## src/rtl/idex_hazard_stage.sv

```systemverilog
`default_nettype none
// =============================================================================
// idex_hazard_stage : ID/EX pipeline register with load-use bubble insertion.
// Optional feature macro: IDEX_STALL_CNT_EN (saturating bubble counter).
// Revision: 1.0
// =============================================================================
module idex_hazard_stage #(
  parameter int DATA_W   = 16,
  parameter int REG_ID_W = 3,
  parameter int ALUOP_W  = 4
) (
  input  logic                clk,
  input  logic                rst,
  input  logic                valid_ID,
  input  logic [REG_ID_W-1:0] Rx_a_ID,
  input  logic [REG_ID_W-1:0] Ry_a_ID,
  input  logic [REG_ID_W-1:0] Rz_a_ID,
  input  logic                usesRx_ID,
  input  logic                usesRy_ID,
  input  logic [REG_ID_W-1:0] registerToWriteId_a_ID,
  input  logic                regWrite_a_ID,
  input  logic                memRead_a_ID,
  input  logic                memWrite_a_ID,
  input  logic                readSpecReg_a_ID,
  input  logic                writeSpecReg_a_ID,
  input  logic [DATA_W-1:0]   rxData_ID,
  input  logic [DATA_W-1:0]   ryData_ID,
  input  logic [DATA_W-1:0]   imm_ID,
  input  logic [ALUOP_W-1:0]  aluOp_ID,
  input  logic                stallExt,
  input  logic                flushIDEX,
  output logic                valid_IDEX,
  output logic [REG_ID_W-1:0] Rx_a_IDEX,
  output logic [REG_ID_W-1:0] Ry_a_IDEX,
  output logic [REG_ID_W-1:0] Rz_a_IDEX,
  output logic                usesRx_IDEX,
  output logic                usesRy_IDEX,
  output logic [REG_ID_W-1:0] registerToWriteId_a_IDEX,
  output logic                regWrite_a_IDEX,
  output logic                memRead_a_IDEX,
  output logic                memWrite_a_IDEX,
  output logic                readSpecReg_a_IDEX,
  output logic                writeSpecReg_a_IDEX,
  output logic [DATA_W-1:0]   rxData_IDEX,
  output logic [DATA_W-1:0]   ryData_IDEX,
  output logic [DATA_W-1:0]   imm_IDEX,
  output logic [ALUOP_W-1:0]  aluOp_IDEX,
  output logic                pcWrite,
  output logic                ifidWrite,
  output logic [15:0]         stallCount
);

  localparam int c_field_w = 1 + 4*REG_ID_W + 7 + 3*DATA_W + ALUOP_W;

  logic [c_field_w-1:0] w_id_fields;
  logic [c_field_w-1:0] r_idex;
  logic                 w_rx_hit;
  logic                 w_ry_hit;
  logic                 w_load_use;
  logic                 w_bubble_load;

  // An invalid ID slot enters the register as an all-zero bubble.
  assign w_id_fields = valid_ID ?
      {valid_ID, Rx_a_ID, Ry_a_ID, Rz_a_ID, registerToWriteId_a_ID,
       usesRx_ID, usesRy_ID, regWrite_a_ID, memRead_a_ID, memWrite_a_ID,
       readSpecReg_a_ID, writeSpecReg_a_ID, rxData_ID, ryData_ID, imm_ID, aluOp_ID}
      : '0;

  assign {valid_IDEX, Rx_a_IDEX, Ry_a_IDEX, Rz_a_IDEX, registerToWriteId_a_IDEX,
          usesRx_IDEX, usesRy_IDEX, regWrite_a_IDEX, memRead_a_IDEX, memWrite_a_IDEX,
          readSpecReg_a_IDEX, writeSpecReg_a_IDEX, rxData_IDEX, ryData_IDEX,
          imm_IDEX, aluOp_IDEX} = r_idex;

  assign w_rx_hit   = usesRx_ID && (registerToWriteId_a_IDEX == Rx_a_ID);
  assign w_ry_hit   = usesRy_ID && (registerToWriteId_a_IDEX == Ry_a_ID);
  assign w_load_use = valid_IDEX && memRead_a_IDEX && regWrite_a_IDEX && valid_ID &&
                      (w_rx_hit || w_ry_hit);

  assign pcWrite   = ~(w_load_use | stallExt);
  assign ifidWrite = ~(w_load_use | stallExt);

  // A load-use bubble only lands when neither flush nor external stall takes precedence.
  assign w_bubble_load = !flushIDEX && !stallExt && w_load_use;

  always_ff @(posedge clk) begin
    if (!rst) begin
      r_idex <= '0;
    end else if (flushIDEX) begin
      r_idex <= '0;
    end else if (stallExt) begin
      r_idex <= r_idex;
    end else if (w_load_use) begin
      r_idex <= '0;
    end else begin
      r_idex <= w_id_fields;
    end
  end

`ifdef IDEX_STALL_CNT_EN
  logic [15:0] r_stall_count;

  always_ff @(posedge clk) begin
    if (!rst) begin
      r_stall_count <= 16'h0000;
    end else if (w_bubble_load && (r_stall_count != 16'hFFFF)) begin
      r_stall_count <= r_stall_count + 16'h0001;
    end
  end

  assign stallCount = r_stall_count;
`else
  logic w_unused_bubble;
  assign w_unused_bubble = w_bubble_load;
  assign stallCount      = 16'h0000;
`endif

endmodule
`default_nettype wire

```

## config.mk

```make
export PLATFORM = sky130hd
export DESIGN_NAME = idex_hazard_stage
export DESIGN_NICKNAME = d
export VERILOG_FILES = /design/src/rtl/idex_hazard_stage.sv
export SDC_FILE = /design/constraint.sdc
export NUM_CORES = 1
export LEC_CHECK = 0
export CELL_PAD_IN_SITES_DETAIL_PLACEMENT = 0
export CELL_PAD_IN_SITES_GLOBAL_PLACEMENT = 1
export CORE_ASPECT_RATIO = 0.75
export CORE_UTILIZATION = 28
export CTS_BUF_LIST = sky130_fd_sc_hd__clkbuf_2 sky130_fd_sc_hd__clkbuf_4 sky130_fd_sc_hd__clkbuf_8
export DETAILED_ROUTE_END_ITERATION = 8
export PLACE_DENSITY_LB_ADDON = 0.1
export SYNTH_ARGS = -nofsm -noshare
export SYNTH_HDL_FRONTEND = slang
export SYNTH_SLANG_ARGS = --single-unit
export TNS_END_PERCENT = 5
```

## constraint.sdc

```tcl
create_clock -name clk -period 4.2 [get_ports clk]
set_clock_uncertainty 0.2 [all_clocks]
set_input_delay 0.42 -clock clk [delete_from_list [all_inputs] [get_ports clk]]
set_output_delay 0.42 -clock clk [all_outputs]
set_load 0.05 [all_outputs]
```

### Yosys cells after proc, flatten, opt, wreduce, memory -nomap -nowiden

Cells that the tools add are included.

| operators by class | value |
|---|---|
| mux-type cells | 2 |
| reductions and logical operators | 8 |
| bitwise gates (word level) | 3 |
| equal/unequal tests | 2 |

Operators with widths:

| operator | count |
|---|---|
| 72-bit 2-to-1 mux | 2 |
| 3-bit equality test | 2 |
| 1-bit logical AND | 6 |
| 1-bit inverter | 2 |
| 2-bit OR reduction | 1 |
| 1-bit logical OR | 1 |
| 1-bit OR | 1 |

| word-level totals | value |
|---|---|
| bits of input ports | 76 |
| bits in registers | 72 |
| word-level logic and storage cells | 16 |

### Logic depth before layout (Yosys ltp)

| logic depth | value |
|---|---|
| depth in word-level cells | 6 |
| gate-level depth with buffers | 5 |
| depth with buffers taken out | 4 |

### Worst setup path after synthesis

Ideal clock, no wire load.

| timing | value |
|---|---|
| kind | register -> output |
| start point | register r_idex[59] |
| end point | output port pcWrite |
| path slack | 1288 ps |
| cell stages (with the launch flop) | 6 |
| arrival | 2292 ps |
| cells stage by stage | dfxtp_1 xnor2_1 nand4_1 nand2_1 a31oi_1 buf_4 |

| between the ends | value |
|---|---|
| word-level cells in the longest chain between the ends | 6 |
| elaborated cells on any way between the ends | 8 |

Ends and longest elaborated chain:

| item | RTL line | RTL |
|---|---|---|
| from (decl) | 56 | `logic [c_field_w-1:0] r_idex;` |
| from (signal assigned) | 91 | `r_idex <= r_idex;` |
| from (signal assigned) | 95 | `r_idex <= w_id_fields;` |
| 3-bit equality test, on equally long branches | 74, 75 |  |
| 1-bit logical AND, on equally long branches | 74, 75 |  |
| 1-bit logical OR * | 77 | `(w_rx_hit \|\| w_ry_hit);` |
| 1-bit logical AND * | 76 | `assign w_load_use = valid_IDEX && memRead_a_IDEX && regWrite_a_IDEX && valid_ID &&` |
| 1-bit OR * | - |  |
| 1-bit inverter * | - |  |
| to (decl) | 48 | `output logic pcWrite,` |

Mark *: on every way between the ends. The rest lies on a longest branch, timed or not.

### Worst setup path after layout

| timing | value |
|---|---|
| start point | input port Ry_a_ID[0] |
| end point | output port ifidWrite |

| between the ends | value |
|---|---|
| word-level cells in the longest chain between the ends | 6 |

Ends and longest elaborated chain:

| item | RTL line | RTL |
|---|---|---|
| from (decl) | 16 | `input logic [REG_ID_W-1:0] Ry_a_ID,` |
| 3-bit equality test | 75 | `assign w_ry_hit = usesRy_ID && (registerToWriteId_a_IDEX == Ry_a_ID);` |
| 1-bit logical AND | 75 |  |
| 1-bit logical OR | 77 |  |
| 1-bit logical AND | 76 |  |
| 1-bit OR | 80 | `assign ifidWrite = ~(w_load_use \| stallExt);` |
| 1-bit inverter | 80 |  |
| to (decl) | 49 | `output logic ifidWrite,` |

Every way passes these cells.

==> results.ini <==
[status]
status = finished clean

[critical_path]
crit_path_top_delay_cell = clkdlybuf4s50_1
critPathKind = input port to output pin
crit_path_max_incr_delay_ns = 0.83
crit_arrival_ns = 2.33
reg2reg_depth = 5
cp_max_fo = 2
r2r_slack_ns = 1.85
worstPathRequired_ns = 3.58
crit_path_start_kind = input port
cp_common_cell = clkdlybuf4s50_1
r2r-start = r_idex[59]
path_cells = clkdlybuf4s50_1, xnor2_1, nand4_1, nand2_1, a31oi_1, clkdlybuf4s50_1
crit_path_end_kind = output pin
rr_endpoint = r_idex[32]

[drt]
num_vias = 2535
dr.pass1.iters = 4
ant_nets = 0
drc = 0
viasPerCell = 4.13
routed_wl_mm = 7.79
wl_per_cell_um = 12.7
first_iter_violations = 165

[global_routing]
grt_pass1_wl_mm = 12.4
grt_pass1_vias = 2430
antenna_found_initial = 0
grt_usage = 0.162
grt_remaining_overflow = 0
grt_max_degree = 73

[cts]
worstSkewPairLatency_ns = 0.34
cts_made_buffers = 9
clock_sinks = 72
cts_resized = 0
htree_levels = 3
clk_path_buf_depth = 2
cts_tree = done
cts_root_buffer = clkbuf_8
cts_hold_buf = 0
path_clk_slew_ns = 0.07
post_cts_buffers = 0

[floorplan]
die_area_sq_mm = 0.0100
start_util = 0.293
ioPinCount = 166
die_w_um = 115
core_area_sq_mm = 0.00920
die_h_um = 86.9
fp-row-count = 30

[power]
ir_drop_mv = 0.129
powerDensity_mw_per_mm2 = 332
leakage_nw = 1.55
switchingPower_uw = 380
intPower_mw = 1.08
seqPwrFrac = 0.481
p_sw_frac = 0.259
pwr-share-clk = 0.368
pwr-share-comb = 0.151

[sta]
setup_viol = 0
grt_setup_unrepaired = false
relSlewSlack = 0.442
fin_crit_sh = 0.702
fmax_mhz = 339
whs_ns = 0.252
worst_pin_slew_ns = 0.834
drv_slew = 0
worst_slack_ns = 1.25
fin_crit_ns = 2.95
fin_tns_setup_ns = 0
hold_violations = 0

[finish]
syn_to_final_growth_pct = 63.8
utilization = 0.479
fillers = 939
multi_input_comb_area_sq_mm = 0.00109
largest_reg_flops = 72
n_antenna_cell = 0
design_area_sq_mm = 0.00441
fin_nets = 558
regArea_sq_mm = 0.00144
top_regs = r_idex (72)
top_register = r_idex
drive_gt1_frac = 0.0453

[placed_design]
numPortBuffers = 149
finalWeightedCongestion = 0.741
dpl.hpwl_mm = 5.08
placed_area_sq_mm = 0.00422
pre_cts_ws_ns = 1.25

[synthesis]
yosys_warnings = 0
ys_seq_area_frac = 0.536
synth_top_area_share = 0.536
yosysUniqueCellTypes = 16
postSynthCellCount = 343
synth_seq_cells = 72
yosysTopAreaCell = dfxtp_1
synth_area_leaders = dfxtp_1 (54%), nand2_1 (20%), o21ai_0 (13%), buf_4 (4.7%), xnor2_1 (2.0%)
syn_area_sq_mm = 0.00269
syn_area_per_cell_sq_um = 7.85

[run]
maxCapViolations = 0

[hold_path]
hp-class = flip-flop to flip-flop
hold_start = r_idex[70]
hold_depth = 2
worstHoldEndpoint = r_idex[70]

-- synth_stat cells (all sizes together) --
| cell | n |
|---|---|
| and3b | 1 |
| buf | 26 |
| xnor2 | 6 |
| nand2 | 144 |
| clkbuf | 14 |
| inv | 1 |
| conb | 1 |
| nor4bb | 1 |
| o21ai | 72 |
| a31oi | 1 |
| nand4 | 2 |
| dfxtp | 72 |
| and3 | 1 |
| a21boi | 1 |
-- power by group through the flow --
stage	Clock [mW]	Sequential, mW	Combinational, mW
after global placement	0	0.720	0.221
final	0.539	0.704	0.221
after floorplan	0	0.769	0.0741
after global routing	0.596	0.706	0.233
after CTS	0.568	0.704	0.222
after detailed placement	0	0.720	0.221
-- metal layers --
metal  global-route usage  vias up  routed length, um
met2                0.241       95               3290
met4               0.0626        0                112
met5                    0        -                  0
met3               0.0738       11                729
met1                0.206     1091               3650
li1                     -     1338                  -
-- placed cells by master (no fill, tap or decap), drive strengths merged --
| master | n |
|---|---|
| clkdlybuf4s50 | 149 |
| nand2 | 144 |
| o21ai | 72 |
| dfxtp | 72 |
| conb | 16 |
| clkbuf | 11 |
| xnor2 | 6 |
| buf | 4 |
| clkinv | 3 |
| nand4 | 2 |
| and3 | 1 |
| a31oi | 1 |
| nor4bb | 1 |
| a21boi | 1 |
| and3b | 1 |
| inv | 1 |
| bufinv | 1 |
-- critical path, delay by kind of cell --
| family | cells | cell delay [ns] |
|---|---|---|
| and+or+nand+nor | 2 | 0.28 |
| xor gates and xnor gates | 1 | 0.15 |
| AOI/OAI and AO/OA | 1 | 0.21 |
| buffers and inverters | 2 | 1.27 |
-- final cells by class --
class	instances	share of cell area
clock buffer	11	0.0329
clock inverter	4	0.0102
inverter	1	0.000851
multi-input combinational	245	0.248
sequential	72	0.327
tap	128	0.0363
timing repair buffer	153	0.345
-- per-stage QoR --
| stage | power, mW | instances |
|---|---|---|
| 2_1_floorplan | 0.843 | 358 |
| 3_3_place_gp | 0.940 | 599 |
| 3_5_place_dp | 0.941 | 599 |
| 4_1_cts | 1.49 | 614 |
| 5_1_grt | 1.53 | 614 |
| 6_report | 1.46 | 614 |
-- cell families (layout without fill, tap and decap cells) --
family                 after synthesis  in the layout  synth area share
AO/OA/AOI/OAI                       74             74             0.140
XOR/XNOR                             6              6            0.0195
buffers and inverters               41            169            0.0883
flip-flops                          72             72             0.536
other                                1             16           0.00139
AND/OR/NAND/NOR                    149            149             0.215
-- worst max-delay path by stage --
stage,from,endpoint,slack (ns),depth (start not counted)
final,Ry_a_ID[0],ifidWrite,1.25,6
after detailed placement,Ry_a_ID[0],ifidWrite,1.25,6
after floorplan,r_idex[59],pcWrite,1.29,5
after global placement,Ry_a_ID[0],pcWrite,1.25,6
after global routing,Rx_a_ID[0],ifidWrite,1.12,6
after CTS,Ry_a_ID[0],ifidWrite,1.25,6
No activity file was read; power rests on OpenSTA's default activity.
